**config.mk**
```make
export PLATFORM = sky130hd
export DESIGN_NAME = product_accumulator
export DESIGN_NICKNAME = d
export VERILOG_FILES = /design/src/rtl/prod_acc_pkg.sv /design/src/rtl/sat_adder.sv /design/src/rtl/product_accumulator.sv
export SDC_FILE = /design/constraint.sdc
export NUM_CORES = 1
export LEC_CHECK = 0
export CAP_MARGIN = 20
export CORE_ASPECT_RATIO = 1.4
export CORE_MARGIN = 1
export CORE_UTILIZATION = 35
export CTS_BUF_LIST = sky130_fd_sc_hd__clkbuf_2 sky130_fd_sc_hd__clkbuf_4 sky130_fd_sc_hd__clkbuf_8
export DETAILED_ROUTE_END_ITERATION = 7
export PLACE_DENSITY = 0.63
export RECOVER_POWER = 50
export SYNTH_ARGS = -nofsm -noshare
export SYNTH_HDL_FRONTEND = slang
export SYNTH_HIERARCHICAL = 1
export SYNTH_SLANG_ARGS = --single-unit
```
**constraint.sdc**
```tcl
create_clock -name clk -period 7.1 [get_ports clk]
set_input_delay 0.71 -clock clk [delete_from_list [all_inputs] [get_ports clk]]
set_output_delay 0.71 -clock clk [all_outputs]
set_load 0.02 [all_outputs]
```
**src/rtl/prod_acc_pkg.sv**
```systemverilog
// Shared types and default widths for the product accumulator block.
package prod_acc_pkg;

  typedef enum logic {
    ACCUM = 1'b0,
    HOLD  = 1'b1
  } acc_state_e;

  localparam int PROD_W_DEF    = 8;
  localparam int ACC_W_DEF     = 12;
  localparam int BLOCK_LEN_DEF = 4;

endpackage

```
**src/rtl/sat_adder.sv**
```systemverilog
// Unsigned saturating adder: acc + zero-extended operand, clamped to ACC_W bits.
module sat_adder #(
  parameter int ACC_W = 12,
  parameter int OP_W  = 8
) (
  input  logic [ACC_W-1:0] acc_i,
  input  logic [OP_W-1:0]  operand_i,
  output logic [ACC_W-1:0] sum_o,
  output logic             ovf_o
);

  localparam int PAD_W = ACC_W + 1 - OP_W;

  logic [ACC_W:0] sum_wide;

  // One guard bit is enough: the carry out of the ACC_W-bit add marks saturation.
  assign sum_wide = {1'b0, acc_i} + {{PAD_W{1'b0}}, operand_i};
  assign ovf_o    = sum_wide[ACC_W];
  assign sum_o    = sum_wide[ACC_W] ? {ACC_W{1'b1}} : sum_wide[ACC_W-1:0];

endmodule

```
**src/rtl/product_accumulator.sv**
```systemverilog
// Sums blocks of BLOCK_LEN multiplier products into a saturating accumulator
// and presents each block sum through a valid/ready handshake.
//
// state | meaning
// ACCUM | accepting products, partial sum visible on acc_out
// HOLD  | block complete, result presented until consumed
module product_accumulator
  import prod_acc_pkg::*;
#(
  parameter int PROD_W    = PROD_W_DEF,
  parameter int ACC_W     = ACC_W_DEF,
  parameter int BLOCK_LEN = BLOCK_LEN_DEF,
  localparam int CNT_W    = $clog2(BLOCK_LEN + 1)
) (
  input  logic              clk,
  input  logic              rst_n,
  input  logic              clear,
  input  logic              in_valid,
  output logic              in_ready,
  input  logic [PROD_W-1:0] product,
  output logic              out_valid,
  input  logic              out_ready,
  output logic [ACC_W-1:0]  acc_out,
  output logic              overflow,
  output logic [CNT_W-1:0]  count
);

  acc_state_e       state_q;
  logic [ACC_W-1:0] acc_q;
  logic [CNT_W-1:0] cnt_q;
  logic             ovf_q;

  logic [ACC_W-1:0] sum_d;
  logic             sat_d;
  logic             last_d;

  sat_adder #(
    .ACC_W (ACC_W),
    .OP_W  (PROD_W)
  ) u_sat_adder (
    .acc_i     (acc_q),
    .operand_i (product),
    .sum_o     (sum_d),
    .ovf_o     (sat_d)
  );

  assign last_d = (cnt_q == CNT_W'(BLOCK_LEN - 1));

  // clear outranks both the input accept and the output handshake.
  always_ff @(posedge clk or negedge rst_n) begin
    if (!rst_n) begin
      state_q <= ACCUM;
      acc_q   <= '0;
      cnt_q   <= '0;
      ovf_q   <= 1'b0;
    end else if (clear) begin
      state_q <= ACCUM;
      acc_q   <= '0;
      cnt_q   <= '0;
      ovf_q   <= 1'b0;
    end else begin
      case (state_q)
        ACCUM: begin
          if (in_valid) begin
            acc_q <= sum_d;
            ovf_q <= ovf_q | sat_d;
            cnt_q <= cnt_q + CNT_W'(1);
            if (last_d) state_q <= HOLD;
          end
        end
        HOLD: begin
          if (out_ready) begin
            state_q <= ACCUM;
            acc_q   <= '0;
            cnt_q   <= '0;
            ovf_q   <= 1'b0;
          end
        end
        default: state_q <= ACCUM;
      endcase
    end
  end

  assign in_ready  = (state_q == ACCUM);
  assign out_valid = (state_q == HOLD);
  assign acc_out   = acc_q;
  assign overflow  = ovf_q;
  assign count     = cnt_q;

endmodule

```
==> flow_summary.json, run 1 <==
{
  "dr_total_vias": 1140,
  "cts.sinks": 17,
  "synth_top_area_share_pct": 32.85,
  "portBuffers": 30,
  "min-delay-start": "overflow$_DFFE_PN0P_",
  "path_max_fanout": 5,
  "grt_max_degree": 18,
  "switchingPower_uw": 99.55,
  "clock_path_buffers": 2,
  "cp-start-kind": "input pin",
  "drtIter0Drc": 48,
  "fin_worst_skew_ns": 0.002266,
  "track_usage_pct": 16.54,
  "cts-resized-gates": 0,
  "drt_wl_total_um": 2934,
  "dp_hpwl_um": 2227,
  "multi_input_area_um2": 818.3,
  "worstReg2RegStart": "acc_out[0]$_DFFE_PN0P_",
  "synth_nets": 163,
  "synth.yosys.seq_area_share_pct": 32.85,
  "r2r-end": "acc_out[10]$_DFFE_PN0P_",
  "hold_class": "flip-flop to flip-flop",
  "switching_share_pct": 33.21,
  "crit_end": "acc_out[10]$_DFFE_PN0P_",
  "syn2layout_area_growth_pct": 29.18,
  "fill_cells": 354,
  "worst_setup_path_end_kind": "flip-flop",
  "synth_warnings": 6,
  "tightest_slew_ns": 0.7587,
  "cts_max_level": 1,
  "setup_violations": 0,
  "synth.distinct_cells": 39,
  "power_density_nw_per_um2": 179.2,
  "grt_pass1_wl_um": 4850,
  "post_route_cells_drive_above_1_share_pct": 12.94,
  "antenna_found_initial": 0,
  "slew_violations": 0,
  "crit_type": "input pin to flip-flop",
  "start_util_pct": 37.64,
  "synth_common_cells": "dfrtp_1, nor2_1, nand2_1",
  "cts_tree": "done",
  "status": "finished clean",
  "setup_tns_ns": 0,
  "drc": 0,
  "yosys.cell_count.top_type": "dfrtp_1",
  "cts_setup_buffers": 0,
  "register_area_um2": 425.4,
  "die_width_um": 53.41,
  "slew_headroom_pct": 49.25,
  "drtPass1Iterations": 4,
  "cts.clk_slew.worst_paths_ns": 0.06,
  "clk_latency_ns": 0.25,
  "synth_seq_cells": 17,
  "cts_buffers": 3,
  "combPwrFrac_pct": 37.9,
  "cts_root_buffer": "clkbuf_8",
  "p_total_uw": 299.7,
  "async_flop_share_pct": 100.0,
  "synthFlopType": "dfrtp_1",
  "nNetsFinal": 195,
  "yosys-top-cells-area": "dfrtp_1, a22oi_2, ha_1, a21oi_1, nor2_1",
  "cap_violations": 0,
  "num_rows": 25,
  "hold_buffers": 0,
  "die_y_um": 73.97,
  "synth_edf_count": 0,
  "period_needed_ns": 3.021,
  "netlist_instances": 139,
  "fmax_mhz": 331.1,
  "crit_required_ns": 7.20,
  "finalHoldViolCount": 0,
  "rsz0062_at_grt": "false",
  "die-area_um2": 3951,
  "via_per_inst": 5.429,
  "arrival_ns": 3.12,
  "reg2regPathDepth": 9,
  "ant_nets": 0,
  "grt_pass1_vias": 1119,
  "antenna_cells": 0,
  "synth_top_area_cell": "dfrtp_1",
  "startpoint": "product[0]",
  "clkPwrFrac_pct": 24.5,
  "gp_congestion": 0.7846,
  "fin_crit_sh_pct": 42.54,
  "synth_area_um2": 1295,
  "intPower_uw": 200.2,
  "overflow": 0,
  "core_area_um2": 3441,
  "io-pin-count": 31,
  "seqPwrFrac_pct": 37.5,
  "p_leak_uw": 0.0007380,
  "wl_per_cell_um": 13.97,
  "syn_area_per_cell_um2": 9.316,
  "ir_drop_uv": 134.9,
  "ff2ff_setup_slack_ns": 4.51
}
[worst max-delay path, stage by stage]
cell and delay, ns:
clkdlybuf4s50_1 0.40, ha_1 0.22, fa_1 0.43, a211oi_1 0.35
o211ai_2 0.17, nand4_1 0.14, mux2_1 0.32, mux2_2 0.26
nand2_1 0.06, a21oi_1 0.05
[kinds of logic (layout without fill, tap and decap cells)]
kind of cell	count (synthesis)	in the layout	share of synthesized area, %
adders and majority gates	11	11	11.21
AOI/OAI and AO/OA	46	46	28.02
buffers and inverters	10	41	3.768
xor gates and xnor gates	6	6	4.059
DFF	17	17	32.85
and+or+nand+nor	45	45	16.81
muxes	4	4	3.285
[layer usage]
| metal | wire (um) | global-route usage, % |
|---|---|---|
| met5 | 0 | 0 |
| met4 | 21 | 7.310 |
| met3 | 69 | 1.227 |
| met2 | 1478 | 28.33 |
| met1 | 1364 | 20.82 |
[cell usage in the layout, fill, tap and decap left out, types with 2 or more instances in the layout]
master            n
clkdlybuf4s50_1  21
dfrtp_1          17
nor2_1           15
nand2_1          13
a21oi_1          12
a22oi_2          10
ha_1             10
dlygate4sd3_1     9
o21ai_0           6
inv_1             5
o211ai_1          4
xor2_1            3
a22oi_1           3
clkbuf_8          3
nand3_1           3
nand2b_1          3
xnor2_1           3
mux2i_1           2
nand3b_1          2
o211ai_2          2
a211oi_1          2
nand4_1           2
nor3_1            2
a21o_1            2
[power by group through the flow]
stage,registers [uW],logic (uW),clock network [uW]
finish,113,114,73.6
global route,114,125,79.5
CTS,113,115,76.4
detailed placement,114,114,0
global placement,114,114,0
floorplan,121,70.5,0
[cell type report]
type	instances	share of cell area (%)
sequential	17	25.43
timing repair buffer	31	18.40
tap	40	2.992
clock buffer	4	2.917
inverter	6	1.346
multi-input combinational	112	48.92
[state kept, by name (all words and copies together), names as in the netlist]
| register | cells |
|---|---|
| out_valid | 1 |
| overflow | 1 |
| acc_out | 12 |
| count | 3 |
[how the worst min path moves through the flow]
stage / endpoint / slack (ns) / depth (start not counted)
after global routing: overflow$_DFFE_PN0P_ / 0.55 / 2
after global placement: overflow$_DFFE_PN0P_ / 0.52 / 2
final: overflow$_DFFE_PN0P_ / 0.52 / 2
after floorplan: acc_out[0]$_DFFE_PN0P_ / 0.41 / 0
after detailed placement: overflow$_DFFE_PN0P_ / 0.52 / 2
after CTS: overflow$_DFFE_PN0P_ / 0.55 / 2
[metrics by stage]
stage          area (um2)  std cells  util (%)  hold slack, ns  worst slack, ns
2_1_floorplan        1295        139         -          0.4144            4.394
3_3_place_gp         1627        206     47.27          0.5237            3.842
3_5_place_dp         1627        206     47.27          0.5178            3.820
4_1_cts              1675        210     48.69          0.5451            4.079
5_1_grt              1673        210     48.62          0.5531            3.937
6_report             1673        210     48.62          0.5240            4.079
Power figures use the tool's default switching activity.
==> run 2, diff against run 1 <==
- clock period: 7.1 -> 3.1 ns (I/O delays scaled with it)
==> flow_summary.json, run 2 (same netlist as run 1, synthesis figures left out) <==
{
  "status": "finished clean",
  "period_needed_ns": 2.665,
  "gp_congestion": 0.8232,
  "clkPwrFrac_pct": 24.3,
  "grt_pass1_vias": 1135,
  "drt_wl_total_um": 3013,
  "grt_max_degree": 18,
  "power_density_nw_per_um2": 411.5,
  "cts.sinks": 17,
  "wl_per_cell_um": 14.35,
  "dp.cells": 206,
  "via_per_inst": 5.510,
  "post_route_cells_drive_above_1_share_pct": 12.94,
  "crit_buf_inv": 1,
  "grt_pass1_wl_um": 5099,
  "hold_class": "flip-flop to flip-flop",
  "fin_worst_skew_ns": 0.001867,
  "stdcell_count": 210,
  "start_util_pct": 37.64,
  "die-area_um2": 3951,
  "fill_cells": 356,
  "cts_root_buffer": "clkbuf_8",
  "antenna_found_initial": 0,
  "crit_chain": "clkdlybuf4s50_1 -> ha_1 -> fa_1 -> a211oi_1 -> o211ai_2 -> nand4_1 -> mux2_1 -> mux2_2 -> nand2_1 -> a21oi_1",
  "ant_nets": 0,
  "finalHoldViolCount": 0,
  "io-pin-count": 31,
  "drtPass1Iterations": 4,
  "crit_required_ns": 3.20,
  "cap_violations": 0,
  "core_area_um2": 3441,
  "drc": 0,
  "p_leak_uw": 0.0007400,
  "cp_slowest_stage_delay_ns": 0.44,
  "cp-start-kind": "input pin",
  "dp_hpwl_um": 2325,
  "clk_latency_ns": 0.24,
  "cts_buffers": 3,
  "antenna_cells": 0,
  "slew_violations": 0,
  "cts.clk_slew.worst_paths_ns": 0.06,
  "critPathTopFamily": "adder cells",
  "fmax_mhz": 375.3,
  "num_rows": 25,
  "intPower_uw": 458.6,
  "switching_share_pct": 33.38,
  "setup_violations": 0,
  "path_max_fanout": 5,
  "mostFrequentLayoutCells": "clkdlybuf4s50_1, dfrtp_1, nor2_1",
  "cts_setup_buffers": 0,
  "largest_register_ff_count": 12,
  "track_usage_pct": 17.38,
  "tightest_slew_ns": 0.7477,
  "die_y_um": 73.97,
  "die_width_um": 53.41,
  "dr_total_vias": 1157,
  "setup_tns_ns": 0,
  "syn2layout_area_growth_pct": 29.18,
  "slowest_stage": "fa_1",
  "slew_headroom_pct": 49.99,
  "worst_setup_path_end_kind": "flip-flop",
  "nNetsFinal": 195,
  "clock_path_buffers": 2,
  "hold_buffers": 0,
  "fin_crit_sh_pct": 85.95,
  "post-route-util_pct": 48.62,
  "seqPwrFrac_pct": 37.5,
  "arrival_ns": 2.76,
  "drtIter0Drc": 43,
  "cts_max_level": 1,
  "switchingPower_uw": 229.8,
  "overflow": 0,
  "cts-resized-gates": 0,
  "combPwrFrac_pct": 38.2,
  "cts_tree": "done",
  "ir_drop_uv": 308.4,
  "crit_type": "input pin to flip-flop",
  "final_common_cell": "clkdlybuf4s50_1",
  "rsz0062_at_grt": "false",
  "portBuffers": 30
}
## run 2: through the flow
step                      worst slack [ns]  total power, uW  hold slack [ns]  cell area (um2)
final                               0.4355            688.4           0.5496             1673
after global routing                0.3081            735.0           0.5831             1673
after CTS                           0.4598            699.3           0.5316             1675
after detailed placement            0.1988            527.7           0.5305             1627
after global placement              0.2446            522.9           0.5232             1627
after floorplan                     0.5820            439.2          0.01441             1295
## run 2: worst register-to-register path, delay by kind of cell, from the launching register on
kind                     cells  cell delay (ns)
adder cells (fa/ha/maj)      2             0.69
AO/OA/AOI/OAI                3             0.60
flip-flops                   1             0.40
multiplexers                 2             0.57
AND/OR/NAND/NOR              2             0.21
## run 2: layer usage
metal / track usage [%] / wire length [um]
met2: 29.31 / 1477
met4: 7.895 / 21
met5: 0 / 0
met1: 22.27 / 1430
met3: 1.227 / 84
## run 2: worst paths after layout
kind                                        start                       to  slack, ns  cells past startpoint
hold / removal               overflow$_DFFE_PN0P_     overflow$_DFFE_PN0P_       0.55                      2
max in group asynchronous                   rst_n   acc_out[3]$_DFFE_PN0P_       2.06                      1
setup reg to reg           acc_out[0]$_DFFE_PN0P_  acc_out[10]$_DFFE_PN0P_       0.48                      9
min in group asynchronous                   rst_n     count[2]$_DFFE_PN0P_       0.57                      1
setup / recovery                       product[0]  acc_out[10]$_DFFE_PN0P_       0.44                     10
hold reg to reg              overflow$_DFFE_PN0P_     overflow$_DFFE_PN0P_       0.55                      2
## run 2: power by group through the flow
stage	Clock [uW]	Sequential, uW	Combinational [uW]
after floorplan	0	278	161
after global placement	0	262	261
after detailed placement	0	263	265
after CTS	173	259	267
after global routing	183	261	291
final	167	258	263
## run 2: area by class of cell
cell class | instances | area [um2] | share of cell area, %
multi-input combinational | 112 | 818.3 | 48.92
sequential | 17 | 425.4 | 25.43
timing repair buffer | 31 | 307.8 | 18.40
tap | 40 | 50.05 | 2.992
clock buffer | 4 | 48.80 | 2.917
inverter | 6 | 22.52 | 1.346
==> run 3, diff against run 2 <==
- GPL_TIMING_DRIVEN: default -> 0
==> flow_summary.json, run 3 (same netlist as run 1, synthesis figures left out) <==
{
  "status": "finished clean",
  "grt_max_degree": 18,
  "fin_area_um2": 1678,
  "drc": 0,
  "finalHoldViolCount": 0,
  "worst_setup_path_end_kind": "flip-flop",
  "slew_headroom_pct": 50.24,
  "cp-start-kind": "input pin",
  "setup_violations": 0,
  "fin_ws_ns": 0.3912,
  "fin_worst_skew_ns": 0.006141,
  "wl_met3_um": 89,
  "slowest_stage": "fa_1",
  "via_per_inst": 5.486,
  "mostFrequentLayoutCells": "clkdlybuf4s50_1, dfrtp_1, nor2_1",
  "largest_register_ff_count": 12,
  "slew_violations": 0,
  "drtPass1Iterations": 4,
  "drt_wl_total_um": 2984,
  "cap_violations": 0,
  "path_max_fanout": 5,
  "final_common_cell": "clkdlybuf4s50_1",
  "drtIter0Drc": 38,
  "cts_tree": "done",
  "post-route-util_pct": 48.76,
  "nNetsFinal": 197,
  "overflow": 0,
  "start_util_pct": 37.64,
  "arrival_ns": 2.84,
  "clk_latency_ns": 0.26,
  "fmax_mhz": 369.2,
  "core_area_um2": 3441,
  "cts_max_level": 1,
  "setup_tns_ns": 0,
  "hold_class": "input pin to flip-flop",
  "antenna_cells": 0,
  "antenna_found_initial": 0,
  "grt_pass1_vias": 1161,
  "place_area_um2": 1635,
  "cts_buffers": 3,
  "highest_layer": "met4",
  "die-area_um2": 3951,
  "crit_required_ns": 3.23,
  "portBuffers": 29,
  "num_rows": 25,
  "gp_congestion": 0.8313,
  "cp_slowest_stage_delay_ns": 0.43,
  "dp_hpwl_um": 2349,
  "cts-resized-gates": 0,
  "tightest_slew_ns": 0.7440,
  "cts_root_buffer": "clkbuf_8",
  "hold_buffers": 0,
  "fin_crit_sh_pct": 87.38,
  "cts.clk_slew.worst_paths_ns": 0.06,
  "die_y_um": 73.97,
  "pre_cts_ws_ns": 0.1282,
  "register_area_um2": 425.4,
  "wl_per_cell_um": 14.08,
  "crit_type": "input pin to flip-flop",
  "ant_nets": 0,
  "io-pin-count": 31,
  "track_usage_pct": 17.19,
  "rsz0062_at_grt": "false",
  "dr_total_vias": 1163,
  "met2_length_um": 1461,
  "die_width_um": 53.41,
  "cts_setup_buffers": 0,
  "period_needed_ns": 2.709,
  "ir_drop_uv": 302.2,
  "clock_path_buffers": 2,
  "syn2layout_area_growth_pct": 29.57,
  "grt_pass1_wl_um": 5030,
  "p_leak_uw": 0.0007339,
  "post_route_cells_drive_above_1_share_pct": 12.79,
  "crit_chain": "clkdlybuf4s50_1 -> ha_1 -> fa_1 -> a211oi_1 -> o211ai_2 -> nand4_1 -> mux2_1 -> mux2_2 -> nand2_1 -> a21oi_1",
  "fill_cells": 350,
  "cts.sinks": 17,
  "multi_input_area_um2": 818.3,
  "power_density_nw_per_um2": 411.9,
  "wirelength_met1_um": 1351
}
==> run 3: worst paths after layout <==
| kind | start | end | cells past startpoint | slack (ns) |
|---|---|---|---|---|
| setup / recovery | product[0] | acc_out[10]$_DFFE_PN0P_ | 10 | 0.39 |
| hold / removal | clear | acc_out[8]$_DFFE_PN0P_ | 2 | 0.42 |
| setup reg to reg | acc_out[0]$_DFFE_PN0P_ | acc_out[10]$_DFFE_PN0P_ | 9 | 0.42 |
| hold reg to reg | overflow$_DFFE_PN0P_ | overflow$_DFFE_PN0P_ | 2 | 0.54 |
| max in group asynchronous | rst_n | acc_out[11]$_DFFE_PN0P_ | 1 | 2.08 |
| min in group asynchronous | rst_n | count[0]$_DFFE_PN0P_ | 1 | 0.55 |
==> run 3: metrics by stage <==
| step | std cells | hold WS (ns) | total power (uW) |
|---|---|---|---|
| final | 212 | 0.4214 | 691.2 |
| after floorplan | 139 | 0.01441 | 439.2 |
| after CTS | 212 | 0.4261 | 699.1 |
| after detailed placement | 208 | 0.5387 | 525.4 |
| after global placement | 208 | 0.5281 | 520.4 |
| after global routing | 212 | 0.4560 | 731.7 |
==> run 3: per-layer routing <==
| metal | global-route usage, % | up-vias |
|---|---|---|
| li1 | - | 583 |
| met4 | 9.649 | 0 |
| met2 | 29.86 | 26 |
| met5 | 0 | - |
| met1 | 20.10 | 547 |
| met3 | 1.636 | 7 |
==> run 3: layout make-up <==
| class | count | area share, % |
|---|---|---|
| multi-input cells | 112 | 48.77 |
| flip-flops and latches | 17 | 25.35 |
| repair buffers | 29 | 17.30 |
| well taps | 40 | 2.983 |
| clock buffers | 3 | 2.461 |
| plain buffers | 4 | 1.342 |
| inverters | 6 | 1.342 |
| clock inverters | 1 | 0.4474 |
==> run 3: worst max-delay path: cells and delay by family <==
family | cells | cell delay [ns]
compound gates | 3 | 0.62
buf+inv | 1 | 0.41
simple gates | 2 | 0.22
fa+ha+maj | 2 | 0.67
mux | 2 | 0.60
==> run 3: report_power, final <==
group          internal, uW  switching (uW)
Combinational           121             140
Clock                  90.7            82.1
Sequential              238            18.7
